File: config.mk
export PLATFORM = sky130hd
export DESIGN_NAME = pipeline_hazard_ctrl
export DESIGN_NICKNAME = d
export VERILOG_FILES = /design/src/rtl/pipeline_hazard_ctrl.sv
export SDC_FILE = /design/constraint.sdc
export NUM_CORES = 1
export LEC_CHECK = 0
export ABC_CLOCK_PERIOD_IN_PS = 1500
export BUFFER_PORTS_ARGS = -buffer_cell sky130_fd_sc_hd__buf_2
export CAP_MARGIN = 20
export CORE_AREA = 4 4 41 43
export DETAILED_ROUTE_END_ITERATION = 8
export DIE_AREA = 0 0 45 47
export PLACE_DENSITY_LB_ADDON = 0.1
export SLEW_MARGIN = 20
export SYNTH_ARGS = -nofsm -noshare
export SYNTH_HDL_FRONTEND = slang
export SYNTH_SLANG_ARGS = --single-unit
File: constraint.sdc
create_clock -name CLK -period 1.5 [get_ports CLK]
set_input_delay 0.15 -clock CLK [delete_from_list [all_inputs] [get_ports CLK]]
set_output_delay 0.15 -clock CLK [all_outputs]
set_load 0.005 [all_outputs]
File: src/rtl/pipeline_hazard_ctrl.sv
// pipeline_hazard_ctrl: stall/flush sequencer for the five-stage pipeline latches and PC.
// Ports: CLK/sRST (sync active-high reset); ihit, dhit memory handshakes; mem_dREN/mem_dWEN/mem_hlt
// from EX/MEM; ex_dREN/ex_wsel from ID/EX; id_rs/id_rt from IF/ID; ex_pcsrc taken branch/jump.
// Outputs: pc_en, per-latch enables and flushes (combinational), halt (sticky, from FSM state),
// stall_cnt (only when PIPE_STALL_CNT_EN is defined).
module pipeline_hazard_ctrl #(
  parameter int REGW = 5
) (
  input  logic            CLK,
  input  logic            sRST,
  input  logic            ihit,
  input  logic            dhit,
  input  logic            mem_dREN,
  input  logic            mem_dWEN,
  input  logic            mem_hlt,
  input  logic            ex_dREN,
  input  logic [REGW-1:0] ex_wsel,
  input  logic [REGW-1:0] id_rs,
  input  logic [REGW-1:0] id_rt,
  input  logic            ex_pcsrc,
  output logic            pc_en,
  output logic            ifid_en,
  output logic            idex_en,
  output logic            exmem_en,
  output logic            memwb_en,
  output logic            ifid_flush,
  output logic            idex_flush,
  output logic            exmem_flush,
  output logic            memwb_flush,
  output logic            halt
`ifdef PIPE_STALL_CNT_EN
  , output logic [31:0]   stall_cnt
`endif
);
  typedef enum logic [1:0] {RUN, DWAIT, HALTED} state_t;
  state_t state;
  logic frz, act, luse, hl, br, lu, mi;
  // In DWAIT the EX/MEM latch is frozen, so waiting on dhit alone keeps the freeze coherent
  assign frz  = ((mem_dREN | mem_dWEN) & ~dhit) | ((state == DWAIT) & ~dhit);
  assign act  = ~sRST & (state != HALTED) & ~frz;
  assign luse = ex_dREN & (ex_wsel != '0) & ((ex_wsel == id_rs) | (ex_wsel == id_rt));
  assign hl   = act & mem_hlt;
  assign br   = act & ~mem_hlt & ex_pcsrc;
  assign lu   = act & ~mem_hlt & ~ex_pcsrc & luse;
  assign mi   = act & ~mem_hlt & ~ex_pcsrc & ~luse & ~ihit;
  assign pc_en       = act & ~hl & ~lu & ~mi;
  assign ifid_en     = act & ~hl & ~br & ~lu & ~mi;
  assign idex_en     = act & ~hl & ~br & ~lu;
  assign exmem_en    = act;
  assign memwb_en    = act;
  assign ifid_flush  = sRST | hl | br | mi;
  assign idex_flush  = sRST | hl | br | lu;
  assign exmem_flush = sRST;
  assign memwb_flush = sRST;
  assign halt        = state == HALTED;
  always_ff @(posedge CLK)
    if (sRST) state <= RUN;
    else if (state != HALTED) state <= frz ? DWAIT : hl ? HALTED : RUN;
`ifdef PIPE_STALL_CNT_EN
  always_ff @(posedge CLK)
    if (sRST) stall_cnt <= '0;
    else if (~pc_en && state != HALTED) stall_cnt <= stall_cnt + 32'd1;
`endif
endmodule

# Word-level counts from Yosys, hierarchy flattened
# Index checks and enable logic that the tools add are counted.
[totals] ff_bits=2 latch_bits=0 output_inout_bits=10 ramBits=0 memories=0 mem_bits_ro=0
[classes] add_sub_neg=0 shift=0 eq_ne=5 n_reduce_logical=1 mux=2 order_cmp=0 multipliers=0 div_mod_pow=0 bitwise=37
[ops] operator="1-bit AND" n=19
[ops] operator="1-bit NOT" n=11
[ops] operator="5-bit == test" n=2
[ops] operator="1-bit bitwise OR" n=7
[ops] operator="5-bit nonzero test" n=1
[ops] operator="2-bit 2-to-1 mux" n=2
[ops] operator="2-bit by 1-bit == test with 1-bit output, second input constant" n=1
[ops] operator="2-bit == test, second input constant" n=1
[ops] operator="2-bit != test, second input constant" n=1

# Depth between registers and ports, before layout
[logic_depth] word_depth=11 mapped_depth=4

# Worst setup path before layout
# Ideal clock, no wire load.
[synth_path] kind="flip-flop to output port" start="register state[0]" end="output port idex_en" slack_ns=0.045 n_path_buf=0 required_ns=1.350 arrival_ns=1.305 path_stages_with_launch=5 cell_sequence="dfxtp_1 nand2b_1 inv_1 or4_1 a211oi_1"
[synth_via] elab_chain_cells=10 word_cells_on_any_way=18 classes_between="eq/ne: 2; bitwise: 16"
[synth_lines] item="start: declaration" line_no="36" source="state_t state;"
[synth_lines] item="start signal: assignment" line_no="58" source="else if (state != HALTED) state <= frz ? DWAIT : hl ? HALTED : RUN;"
[synth_lines] item="2-bit by 1-bit == test with 1-bit output" line_no="39" source="assign frz = ((mem_dREN | mem_dWEN) & ~dhit) | ((state == DWAIT) & ~dhit);"
[synth_lines] item="1-bit AND" line_no="39"
[synth_lines] item="1-bit bitwise OR" line_no="39"
[synth_lines] item="1-bit NOT" line_no="40" source="assign act = ~sRST & (state != HALTED) & ~frz;"
[synth_lines] item="1-bit AND (*)" line_no="40"
[synth_lines] item="1-bit AND, on equally long branches" line_no="42, 43, 44"
[synth_lines] item="1-bit NOT, or another cell as far along" line_no="48" source="assign idex_en = act & ~hl & ~br & ~lu;"
[synth_lines] item="1-bit AND, or another cell as far along" line_no="48"
[synth_lines] item="1-bit AND / 1-bit NOT (equally long branches)" line_no="48"
[synth_lines] item="1-bit AND (*)" line_no="48"
[synth_lines] item="end: declaration" line_no="23" source="output logic idex_en,"
# Mark *: on every way between the ends. The rest lies on a longest branch, timed or not.

# Worst setup path in the final report
[layout_path] start="register state[0]" end="output port ifid_en"
[layout_via] elab_chain_cells=11 word_cells_on_any_way=22 classes_between="eq/ne: 2; bitwise: 20"
[layout_lines] item="2-bit by 1-bit == test with 1-bit output" line_no="39"
[layout_lines] item="1-bit AND" line_no="39"
[layout_lines] item="1-bit bitwise OR" line_no="39"
[layout_lines] item="1-bit NOT" line_no="40"
[layout_lines] item="1-bit AND (*)" line_no="40"
[layout_lines] item="1-bit AND, on equally long branches"
[layout_lines] item="1-bit AND, or another cell as far along" line_no="44, 45"
[layout_lines] item="1-bit AND, or another cell as far along (2 in series)" line_no="45" source="assign mi = act & ~mem_hlt & ~ex_pcsrc & ~luse & ~ihit;"
[layout_lines] item="1-bit NOT / 1-bit AND (equally long branches)" line_no="47" source="assign ifid_en = act & ~hl & ~br & ~lu & ~mi;"
[layout_lines] item="1-bit AND (*)" line_no="47"
[layout_lines] item="end: declaration" line_no="22" source="output logic ifid_en,"
# Marked as above.

==> qor.yml <==
layout:
  nNetsFinal: 125
  syn_to_final_growth_pct: 78.0
  reg.largest.list: "state (2)"
  diodes: 0
  fin_cells: 114
  largest-register: "state"
  drive_above_1_share_pct: 59.6
  multi_input_area_um2: 347
  fin_util_pct: 53.6
  regArea_um2: 42.5
  nFillCells: 144
  largest_register_ffs: 2
global_routing:
  antenna_found_initial: 0
  grt_max_degree: 10
  grt_pass1_vias: 523
  grt_use_total_pct: 13.5
  grt_overflow_total: 0
  grt_pass1_wl_mm: 2.13
run_status:
  outcome: "finished with violations"
  violations: "negative setup slack"
logic_synthesis:
  syn-mean-instance-area_um2: 7.25
  syn_nets: 78
  synth_cell_types: 23
  syn_area_um2: 392
  yosys.area.top_type: "xnor2_1"
  ys_seq_elements: 2
  yosysSeqAreaShare_pct: 10.2
  synth_top_area_share_pct: 22.4
  synth_warnings: 0
  synth_edf_count: 0
  synthFlopType: "dfxtp_1"
  syn-instance-count: 54
  async_flop_share_pct: 0
  ys_top_cells_by_area: "xnor2_1 22%, dfxtp_1 10%, a2111oi_4 7.0%, a211oi_1 5.8%, buf_4 5.8%"
placement:
  numPortBuffers: 33
  post-dp-hpwl_mm: 1.04
  gp_congestion: 0.689
  dp_cells: 111
route:
  dr.pass1.iters: 2
  viasPerCell: 4.60
  wl_per_cell_um: 10.5
  vias: 524
  wirelength_mm: 1.19
  antenna_left: 0
  drc: 0
  drt_iter0_drc: 4
sta:
  finalSetupViolCount: 4
  max_freq_ghz: 0.584
  fin_skew_ns: 0.0000751
  layout_setup_ws_ns: -0.213
  drv_slew: 0
  rsz0062_at_grt: "true"
  worst_slew_pin_slew_ns: 0.315
  hold_viol_final: 0
  finalCriticalPeriod_ns: 1.71
  slew-limit-headroom_pct: 78.8
  min_period_over_period_pct: 114
die:
  ioPinCount: 34
  dieHeight_um: 47
  initial_core_util_pct: 30.1
  die_area_mm2: 0.00212
  std_cell_rows: 13
  core_area_mm2: 0.00130
  die_x_um: 45
cts:
  cts_buffer_depth: 2
  cts_made_buffers: 3
  clkLatencyLatePin_ns: 0.22
  cts_setup_buffers: 0
  cts.sinks: 2
  htreeDepth: 1
  cts_hold_buf: 0
  path_clk_slew_ns: 0.03
  cts_root_buf: "clkbuf_4"
  cts_tree: "yes"
critical_path:
  reg2regPathDepth: 5
  worstSetupStartpointType: "flip-flop"
  critPathCaptureType: "output pin"
  required_ns: 1.35
  crit_end: "ifid_en"
  crit_path_max_fanout: 3
  crit_chain: "nand2b_1 -> inv_1 -> or4_4 -> a2111oi_4 -> buf_2"
  worstReg2RegStart: "state[0]"
  max_stage_delay_ns: 0.52
  slowest_stage: "or4_4"
  startpoint: "state[0]"
  worstSetupPathType: "reg2out"
  worstPathArrival_ns: 1.56
  r2r-end: "state[0]"
  r2r_setup_slack_ns: 0.48
pwr:
  p_per_area_mw_per_mm2: 521
  leakage_nw: 0.329
  ir_worst_vdd_mv: 0.435
hold_path:
  hp-class: "in2reg"
run:
  cap_violations: 0
cells in the mapped netlist (2+ instances only):
library cell  count
nor3_1            3
a211oi_1          3
buf_4             3
nand2_1           3
a21oi_1           3
inv_1             3
nor2_1            6
nand3_1           2
nand2b_1          3
xnor2_1          10
o21ai_0           2
dfxtp_1           2
how the worst min path moves through the flow:
| stage | from | to | slack, ns | depth (start not counted) |
|---|---|---|---|---|
| 6_report | dhit | state[0] | 0.13 | 2 |
| 5_1_grt | dhit | state[0] | 0.13 | 2 |
| 3_5_place_dp | dhit | state[0] | 0.36 | 2 |
| 4_1_cts | dhit | state[0] | 0.13 | 2 |
| 3_3_place_gp | dhit | state[0] | 0.36 | 2 |
| 2_1_floorplan | sRST | state[1] | 0.22 | 1 |
metrics by stage:
step | total power [mW] | cell area, um^2 | setup WS (ns) | TNS, ns | hold WS [ns]
final | 0.363 | 697 | -0.213 | -0.609 | 0.133
after global routing | 0.404 | 697 | -0.313 | -1.03 | 0.131
after CTS | 0.374 | 697 | -0.237 | -0.716 | 0.125
after detailed placement | 0.236 | 643 | -0.161 | -0.495 | 0.359
after global placement | 0.234 | 643 | -0.147 | -0.459 | 0.358
after floorplan | 0.143 | 392 | 0.0445 | 0 | 0.219
layer usage:
layer,track usage (%),vias up,routed length [um]
li1,-,281,-
met1,16.7,228,523
met2,22.9,15,595
met3,1.53,0,75
met4,7.02,0,0
met5,0,-,0
power by group:
group	total, mW	switching, mW	internal, mW
Clock	0.120	0.0313	0.0883
Sequential	0.0606	0.00232	0.0583
Combinational	0.183	0.0805	0.102
Total	0.363	0.114	0.249
critical path: cells and delay by family (launching register included):
kind	cells	cell delay [ns]
compound gates	1	0.20
buf+inv	2	0.21
simple gates	2	0.62
flops	1	0.32
area by class of cell:
type	count	area share (%)
well taps	15	2.69
clock buffers	3	3.23
inverters	3	1.62
multi-input cells	46	49.7
repair buffers	45	36.6
flip-flops and latches	2	6.10
cells in the final DEF (no fill, tap or decap), types with 2 or more instances in the layout:
master and n:
buf_2 33, buf_4 12, xnor2_1 10, nor2_1 6, nand2b_1 3, inv_1 3
nor3_1 3, nand2_1 3, clkbuf_4 3, nand3_1 2, or4_4 2, a211oi_2 2
a21oi_1 2, o21ai_0 2, dfxtp_2 2
kinds of logic (layout without fill, tap and decap cells):
| logic type | after synthesis | after routing | synth area share [%] |
|---|---|---|---|
| buffers and inverters | 6 | 51 | 8.63 |
| AND/OR/NAND/NOR | 22 | 22 | 29.4 |
| flip-flops | 2 | 2 | 10.2 |
| AO/OA/AOI/OAI | 14 | 14 | 29.4 |
| XOR/XNOR | 10 | 10 | 22.4 |
what timing repair did:
action	CTS	global route
hold endpoints to repair	0	0
gates cloned	0	0
pin swaps	2	1
gates resized for setup	8	0
setup endpoints to repair	5	5
Note: power is estimated with default switching activity, not from simulation.
